===== src/rtl/serial_subtractor_if.sv =====
`default_nettype none
// ============================================================================
// Module      : serial_subtractor_if
// Description : Start/done handshake and operand/result bundle for the
//               bit-serial subtractor.
// Revision    : 1.0 - initial release
// ============================================================================
interface serial_subtractor_if #(
    parameter int WIDTH = 8
) ();
    logic             start;
    logic [WIDTH-1:0] a;
    logic [WIDTH-1:0] b;
    logic             busy;
    logic             done;
    logic [WIDTH-1:0] diff;
    logic             borrow;
    logic             ovf;

    modport master (
        output start, a, b,
        input  busy, done, diff, borrow, ovf
    );

    modport slave (
        input  start, a, b,
        output busy, done, diff, borrow, ovf
    );
endinterface
`default_nettype wire


===== src/rtl/serial_subtractor.sv =====
`default_nettype none
// ============================================================================
// Module      : serial_subtractor
// Description : Bit-serial two's-complement subtractor (diff = a - b), one
//               full-subtractor cell evaluated per clock, LSB first.
// Revision    : 1.0 - initial release
// ============================================================================
module serial_subtractor #(
    parameter int WIDTH = 8
) (
    input  logic                clk,
    input  logic                rst_n,
    serial_subtractor_if.slave  bus
);
    localparam int CNT_W = $clog2(WIDTH) + 1;
    localparam logic [CNT_W-1:0] LAST_CNT = CNT_W'(WIDTH - 1);

    typedef enum logic [1:0] {
        IDLE = 2'd0,
        RUN  = 2'd1,
        DONE = 2'd2
    } state_t;

    state_t           state;
    state_t           state_next;

    logic [WIDTH-1:0] sa;
    logic [WIDTH-1:0] sb;
    logic [WIDTH-1:0] res;
    logic [CNT_W-1:0] cnt;
    logic             br;
    logic             a_msb;
    logic             b_msb;

    logic [WIDTH-1:0] diff_q;
    logic             borrow_q;
    logic             ovf_q;

    logic             accept;
    logic             last_bit;
    logic             bit_d;
    logic             bit_br;

    // A start is honoured only when no operation is in flight (IDLE or DONE).
    assign accept   = bus.start && (state != RUN);
    assign last_bit = (state == RUN) && (cnt == LAST_CNT);

    // Full-subtractor cell on the current LSBs and the running borrow.
    assign bit_d  = sa[0] ^ sb[0] ^ br;
    assign bit_br = (~sa[0] & sb[0]) | (~(sa[0] ^ sb[0]) & br);

    // State register.
    always_ff @(posedge clk or negedge rst_n) begin
        if (!rst_n) begin
            state <= IDLE;
        end else begin
            state <= state_next;
        end
    end

    // Next-state logic; DONE can chain straight into a new RUN.
    always_comb begin
        state_next = state;
        case (state)
            IDLE:    if (bus.start) state_next = RUN;
            RUN:     if (last_bit)  state_next = DONE;
            DONE:    state_next = bus.start ? RUN : IDLE;
            default: state_next = IDLE;
        endcase
    end

    // Operand shifting, borrow chain and result capture on the final bit.
    always_ff @(posedge clk or negedge rst_n) begin
        if (!rst_n) begin
            sa       <= '0;
            sb       <= '0;
            res      <= '0;
            cnt      <= '0;
            br       <= 1'b0;
            a_msb    <= 1'b0;
            b_msb    <= 1'b0;
            diff_q   <= '0;
            borrow_q <= 1'b0;
            ovf_q    <= 1'b0;
        end else if (accept) begin
            sa    <= bus.a;
            sb    <= bus.b;
            a_msb <= bus.a[WIDTH-1];
            b_msb <= bus.b[WIDTH-1];
            res   <= '0;
            cnt   <= '0;
            br    <= 1'b0;
        end else if (state == RUN) begin
            sa  <= {1'b0, sa[WIDTH-1:1]};
            sb  <= {1'b0, sb[WIDTH-1:1]};
            res <= {bit_d, res[WIDTH-1:1]};
            br  <= bit_br;
            cnt <= cnt + 1'b1;
            if (last_bit) begin
                // The incoming bit is the result MSB, so use it directly.
                diff_q   <= {bit_d, res[WIDTH-1:1]};
                borrow_q <= bit_br;
                ovf_q    <= (a_msb != b_msb) && (bit_d != a_msb);
            end
        end
    end

    // Status flags follow the state register directly.
    assign bus.busy   = (state == RUN);
    assign bus.done   = (state == DONE);
    assign bus.diff   = diff_q;
    assign bus.borrow = borrow_q;
    assign bus.ovf    = ovf_q;

endmodule
`default_nettype wire


===== src/flat_wrapper.sv =====
// flat-port wrapper written by rule: the top's interface ports become plain ports
module serial_subtractor_flat 
#(
    parameter int WIDTH = 8
)
  (clk, rst_n, bus_start, bus_a, bus_b, bus_busy, bus_done, bus_diff, bus_borrow, bus_ovf);
  serial_subtractor_if #(.WIDTH(WIDTH)) bus_i ();
  input  logic clk;
  input  logic rst_n;
  input wire logic [$bits(bus_i.start)-1:0] bus_start;
  input wire logic [$bits(bus_i.a)-1:0] bus_a;
  input wire logic [$bits(bus_i.b)-1:0] bus_b;
  output wire logic [$bits(bus_i.busy)-1:0] bus_busy;
  output wire logic [$bits(bus_i.done)-1:0] bus_done;
  output wire logic [$bits(bus_i.diff)-1:0] bus_diff;
  output wire logic [$bits(bus_i.borrow)-1:0] bus_borrow;
  output wire logic [$bits(bus_i.ovf)-1:0] bus_ovf;
  assign bus_i.start = bus_start;
  assign bus_i.a = bus_a;
  assign bus_i.b = bus_b;
  assign bus_busy = bus_i.busy;
  assign bus_done = bus_i.done;
  assign bus_diff = bus_i.diff;
  assign bus_borrow = bus_i.borrow;
  assign bus_ovf = bus_i.ovf;
  serial_subtractor #(.WIDTH(WIDTH)) u_core (.clk(clk), .rst_n(rst_n), .bus(bus_i));
endmodule

===== config.mk =====
export PLATFORM = sky130hd
export DESIGN_NAME = serial_subtractor_flat
export DESIGN_NICKNAME = d
export VERILOG_FILES = /design/src/rtl/serial_subtractor_if.sv /design/src/rtl/serial_subtractor.sv /design/src/flat_wrapper.sv
export SDC_FILE = /design/constraint.sdc
export NUM_CORES = 1
export LEC_CHECK = 0
export BUFFER_PORTS_ARGS = -buffer_cell sky130_fd_sc_hd__buf_2
export CAP_MARGIN = 20
export CORE_MARGIN = 10
export CORE_UTILIZATION = 25
export DETAILED_ROUTE_END_ITERATION = 7
export GPL_TIMING_DRIVEN = 0
export SYNTH_ARGS = -nofsm -noshare
export SYNTH_HDL_FRONTEND = slang
export SYNTH_SLANG_ARGS = --single-unit

===== constraint.sdc =====
create_clock -name clk -period 1.4 [get_ports clk]
set_input_delay 0.28 -clock clk [delete_from_list [all_inputs] [get_ports clk]]
set_output_delay 0.28 -clock clk [all_outputs]
set_load 0.02 [all_outputs]

==> After elaboration in Yosys (flattened, before gate mapping) <==
Cells that the tools add are included.
{ "op_classes": {"n_addsub": 1, "n_mul": 0, "bitwise_logic": 8, "mux": 14, "div_mod_pow": 0, "reduce_logical": 7, "shift": 0, "magnitude_cmp": 0, "n_eq_ne": 8} }
{ "ops": {"columns": ["cell", "n"], "rows": [
  ["two-way mux 8 bit", 6],
  ["two-way mux 4 bit", 2],
  ["one-hot mux 2 bit (3 select lines)", 1],
  ["adder 4 x 1 -> 4 bit (second input constant)", 1],
  ["== test 4 x 3 -> 1 bit (second input constant)", 1],
  ["two-way mux 2 bit", 2],
  ["inequality test 2 x 1 -> 1 bit (second input constant)", 2],
  ["logical AND 1 bit", 3],
  ["two-way mux 1 bit", 3],
  ["inverter 1 bit", 3],
  ["AND reduction 3 bit", 1],
  ["bitwise AND 1 bit", 2],
  ["== test 2 x 1 -> 1 bit (second input constant)", 1],
  ["== test 2 bit (second input constant)", 1],
  ["logical NOT 2 bit", 1],
  ["inequality test 1 bit", 2],
  ["inequality test 2 bit (second input constant)", 1],
  ["AND reduction 2 bit", 1],
  ["nonzero test 2 bit", 1],
  ["XOR 1 bit", 2],
  ["OR 1 bit", 1]
]} }
{ "word_totals": {"latch_bits": 0, "register_bits": 43, "mem_bits_rw": 0, "mem_bits_ro": 0, "memories": 0, "output_inout_bits": 12, "elab_cells": 49} }

==> Longest topological paths before layout <==
{ "logic_depth": {"depth_word": 6, "mapped_depth": 7} }

==> Least setup slack after synthesis <==
No wires, ideal clock.
{ "synth_path": {"path_kind": "register to register", "startpoint": "register u_core.state[1]", "endpoint": "register u_core.diff_q[0] (netlist: u_core.bus.diff[0])", "arrival_time_ns": 1.273, "stages_incl_launch_ff": 6, "required_time_ns": 1.275, "setup_ns": 0.125, "synth_period_minus_slack_ns": 1.397, "slack_ns": 0.003, "cell_sequence": "dfrtp_1 > nand2b_1 > buf_6 > nor3_4 > buf_6 > mux2_2"} }
{ "synth_via": {"elab_chain_cells": 4, "word_cells_on_any_way": 6} }
{ "synth_lines": {"columns": ["item", "line_no", "rtl"], "rows": [
  ["start: declaration", "serial_subtractor.sv:24", "state_t state;"],
  ["start signal: assignment", "serial_subtractor.sv:57", "state <= state_next;"],
  ["inequality test 2 x 1 -> 1 bit", "serial_subtractor.sv:45", "assign accept = bus.start && (state != RUN);"],
  ["logical AND 1 bit", "serial_subtractor.sv:45", null],
  ["inverter 1 bit (no source line)", null, null],
  ["AND reduction 3 bit (no source line) *", null, null],
  ["end signal: assignment", "serial_subtractor.sv:101", "diff_q <= {bit_d, res[WIDTH-1:1]};"],
  ["end: declaration", "serial_subtractor.sv:35", "logic [WIDTH-1:0] diff_q;"]
]} }
Every way passes the cells marked *; elsewhere a longest branch is shown, timed or not.
A chain may end at the register's enable or synchronous reset.

==> Worst setup path in the final report <==
{ "layout_path": {"startpoint": "register u_core.sb[0]", "endpoint": "register u_core.ovf_q (netlist: u_core.bus.ovf)"} }
{ "layout_via": {"elab_chain_cells": 4} }
{ "layout_lines": {"columns": ["item", "line_no", "rtl"], "rows": [
  ["start: declaration", "serial_subtractor.sv:28", "logic [WIDTH-1:0] sb;"],
  ["start signal: assignment", "serial_subtractor.sv:87", "sb <= bus.b;"],
  ["start signal: assignment", "serial_subtractor.sv:95", "sb <= {1'b0, sb[WIDTH-1:1]};"],
  ["XOR 1 bit (2 in series)", "serial_subtractor.sv:49", "assign bit_d = sa[0] ^ sb[0] ^ br;"],
  ["named net u_core.bit_d", "serial_subtractor.sv:41", "logic bit_d;"],
  ["inequality test 1 bit", "serial_subtractor.sv:103", "ovf_q <= (a_msb != b_msb) && (bit_d != a_msb);"],
  ["logical AND 1 bit", "serial_subtractor.sv:103", null],
  ["end signal: assignment", "serial_subtractor.sv:103", null],
  ["end: declaration", "serial_subtractor.sv:37", "logic ovf_q;"]
]} }
The timed path passes the listed nets, and every way through them passes these cells.

==> tab_implementation.tex <==
\begin{tabular}{lr}
\hline
Metric & Value \\
\hline
\multicolumn{2}{l}{\textbf{Power}} \\
\quad Power density over cell area & 2110 nW/um\^{}2 \\
\quad Final total power & 4.93 mW \\
\quad Clock power frac & 15.9\% \\
\quad Static Leak & 1.11 nW \\
\quad Share of total power in sequential cells & 41.6\% \\
\quad Net Sw Power & 1.85 mW \\
\quad Cell internal power dissipation & 3.08 mW \\
\quad Worst IR Drop VDD & 596 uV \\
\quad Sw Ratio & 37.5\% \\
\quad Share of total power in combinational logic & 42.5\% \\
\multicolumn{2}{l}{\textbf{CTS}} \\
\quad TritonCTS clock tree & yes \\
\quad Clk root buf & clkbuf\_8 \\
\quad CTS H-Tree Depth & 2 \\
\quad Maximum number of buffers from clock root to sink & 2 \\
\quad Number of buffers created by CTS & 5 \\
\quad Later-pin clock latency in the skew report & 300 ps \\
\quad CTS sink count & 42 \\
\quad Clock-pin slew on the worst setup and hold paths & 80 ps \\
\quad Hold\_buf cts & 0 \\
\multicolumn{2}{l}{\textbf{STA}} \\
\quad Fmax & 0.670 GHz \\
\quad Final Cycle Share & 107\% \\
\quad Max-slew violations & 0 \\
\quad Final Worst Setup Slack & -91.8 ps \\
\quad Number of endpoints with negative hold slack in the final report & 0 \\
\quad Worst-case headroom to the max-slew limit & 36.7\% \\
\quad Setup repair after global routing missed its margin & yes \\
\quad Post-Route Skew & 6.33 ps \\
\quad Final setup vio count & 10 \\
\quad Min Clock Period, post-route & 1490 ps \\
\quad Worst slew pin tran & 950 ps \\
\multicolumn{2}{l}{\textbf{Status}} \\
\quad Failing checks & negative setup slack \\
\quad Outcome & finished with violations \\
\multicolumn{2}{l}{\textbf{Flow run}} \\
\quad Number of max-capacitance violations reported & 0 \\
\multicolumn{2}{l}{\textbf{Worst setup path}} \\
\quad Arrival time of the worst setup path & 1730 ps \\
\quad Max FO, Critical Path & 4 \\
\quad R2R Path End & u\_core.bus.ovf \\
\quad Worst reg2reg path startpoint & u\_core.sb[0] \\
\quad Worst Reg-to-Reg Cells & 5 \\
\quad Crit end category & register \\
\quad Start point of the critical path & u\_core.sb[0] \\
\quad End point of the critical path & u\_core.bus.ovf \\
\quad Setup Crit Path Kind & reg -> reg \\
\quad Required arrival time at the worst endpoint & 1640 ps \\
\quad Startpoint types & register \\
\quad Setup slack of the worst register-to-register path & -90 ps \\
\multicolumn{2}{l}{\textbf{Yosys}} \\
\quad Average footprint of a synthesized cell & 11.3 sq um \\
\quad Sequential fraction of the synthesis area & 57.6\% \\
\quad Number of warnings printed during yosys synthesis & 0 \\
\quad Prevailing post-synth register cell & dfrtp\_1 \\
\quad Number of library cell types mapped by synthesis & 19 \\
\quad Post-synthesis cell type with the largest combined area & dfrtp\_1 \\
\quad Most frequent cells after synthesis & dfrtp\_1, nand2\_1, o21ai\_0 \\
\quad Top cell type's share of synthesized area & 57.6\% \\
\quad Post-synth EDFFs & 0 \\
\quad Cell area after technology mapping & 1820 sq um \\
\quad Synthesized instance count & 162 \\
\quad Cell with the most instances after synthesis & dfrtp\_1 \\
\quad Fraction of registers with async set or reset after synthesis & 100\% \\
\quad Main area contributors after synthesis & dfrtp\_1, mux2i\_1, o21ai\_0, mux2\_2, nand2\_1 \\
\quad Total nets after synthesis & 183 \\
\quad \#FFs+latches synth & 42 \\
\multicolumn{2}{l}{\textbf{Drt}} \\
\quad Average wire per standard cell & 13.5 microns \\
\quad Via count & 1,280 \\
\quad Drt first-iter violations & 46 \\
\quad Number of vias per cell after detailed routing & 4.16 \\
\quad Post-route DRC violation count & 0 \\
\quad Final ANT Viol Nets & 0 \\
\quad Total Wirelength & 4150 microns \\
\quad First-pass iteration count of the detailed router & 4 \\
\multicolumn{2}{l}{\textbf{Final layout}} \\
\quad Layout cells sized above 1 & 36.4\% \\
\quad Final cell count without fillers & 308 \\
\quad Synthesis-to-finish area growth & 27.8\% \\
\quad Final \#Nets & 229 \\
\quad ANT cells & 0 \\
\quad Number of inserted filler cells in the final layout & 739 \\
\multicolumn{2}{l}{\textbf{Die}} \\
\quad Cell row count & 31 \\
\quad Die boundary width & 105 microns \\
\quad Initial core utilization & 25.4\% \\
\quad Count of pins on the block boundary & 31 \\
\quad DIE AREA & 11,100 sq um \\
\quad Core area & 7180 sq um \\
\quad Die extent in y & 105 microns \\
\multicolumn{2}{l}{\textbf{Place}} \\
\quad Number of I/O port buffers & 29 \\
\quad Routability congestion estimate from global placement & 0.719 \\
\quad Placed instance count & 290 \\
\quad Detail Placement HPWL & 2840 microns \\
\multicolumn{2}{l}{\textbf{Global route}} \\
\quad Maximum number of pins on one net before global-route repair & 43 \\
\quad Wire length of the first global-routing pass & 6820 microns \\
\quad Via count of the first global-routing pass & 1,355 \\
\quad Total GRT Usage & 7.52\% \\
\quad Antenna violations before repair & 0 \\
\quad Final global-route overflow total & 0 \\
\multicolumn{2}{l}{\textbf{Worst hold path}} \\
\quad Worst hold-check path type & in -> async \\
\hline
\end{tabular}
==> layout by cell type, fill, tap and decap left out <==
master and instances:
mux2i_1 18, nand2_2 1, dfrtp_1 42, nor2b_1 1
inv_4 1, buf_4 13, fa_2 1, nand2b_4 1
clkbuf_1 1, inv_2 2, clkinvlp_4 1, mux2_4 9
clkbuf_8 5, clkinv_2 1, ha_2 1, buf_2 30
nor3_4 1, xor2_1 1, nand2b_1 1, nand2_1 33
inv_1 2, nand3_1 4, mux2_2 3, o21ai_0 27
clkinv_4 1, nor2_1 2, buf_6 5, o22ai_1 1
==> sequential cells by signal, indices dropped and copies added (netlist names) <==
name	flops
u_core.res	7
u_core.b_msb	1
u_core.bus.borrow	1
u_core.sa	8
u_core.br	1
u_core.state	2
u_core.cnt	4
u_core.sb	8
u_core.a_msb	1
u_core.bus.diff	8
u_core.bus.ovf	1
==> power by group through the flow <==
stage,sequential [mW],clock (mW),combinational (mW)
2_1_floorplan,2.17,0,1.05
3_3_place_gp,2.04,0,1.71
3_5_place_dp,2.06,0,1.75
4_1_cts,2.04,0.812,2.07
5_1_grt,2.13,0.857,2.35
6_report,2.05,0.781,2.09
==> stage by stage <==
stage	hold slack [ps]	cell area [sq um]	utilization (%)	setup slack [ps]	setup TNS, ps
6_report	122	2330	32.5	-91.8	-653
4_1_cts	153	2280	31.7	-82.7	-542
3_5_place_dp	466	2090	29.2	-117	-798
2_1_floorplan	-15.6	1820	-	2.62	0
3_3_place_gp	462	2090	29.2	-97.0	-595
5_1_grt	190	2330	32.5	-169	-1380
==> cells by family after synthesis <==
logic type / after synthesis / share of synthesized area [%]
AO/OA/AOI/OAI: 28 / 7.75
XOR/XNOR: 1 / 0.480
adder cells (fa/ha/maj): 2 / 1.78
buffers and inverters: 15 / 4.66
multiplexers: 30 / 17.3
flip-flops: 42 / 57.6
AND/OR/NAND/NOR: 44 / 10.4
==> area by class of cell <==
type                            count  area (sq um)  share of cell area [%]
Clock buffer                        5          68.8                    2.95
Timing Repair Buffer               42           259                    11.1
Buffer                              7          48.8                    2.09
Clock inverter                      3          21.3                   0.913
Inverter                            5          21.3                   0.913
Sequential cell                    42          1050                    45.1
Tap cell                           99           124                    5.31
Multi-Input combinational cell    105           737                    31.6
==> critical path: stages, from the launching register on <==
cell and delay (ps):
dfrtp_1 370, inv_2 50, fa_2 610, nand2_1 70
o22ai_1 170, mux2_4 170
==> how the worst min path moves through the flow <==
stage                      start         endpoint  slack (ps)  cells past startpoint
floorplan                  rst_n     u_core.a_msb         -20                      0
global placement    u_core.sa[6]     u_core.sa[5]         460                      2
detailed placement  u_core.sa[4]     u_core.sa[3]         470                      2
CTS                        rst_n  u_core.state[0]         150                      1
global route               rst_n  u_core.state[0]         190                      1
finish                     rst_n    u_core.cnt[2]         120                      1
==> timing repair <==
item,4_1_cts,5_1_grt
cloned,0,1
gates resized for setup,16,11
pin swaps,2,2
setup buffers,7,5
endpoints found under the setup margin,13,24
==> metal layers <==
layer  GRT usage, %  vias to the layer above  wire (microns)
met1           8.96                      622            1910
met5              0                        -               0
li1               -                      633               -
met4           3.24                        0              68
met2           12.0                       18            1990
met3           2.74                        7             188
Note: power is estimated with default switching activity, not from simulation.
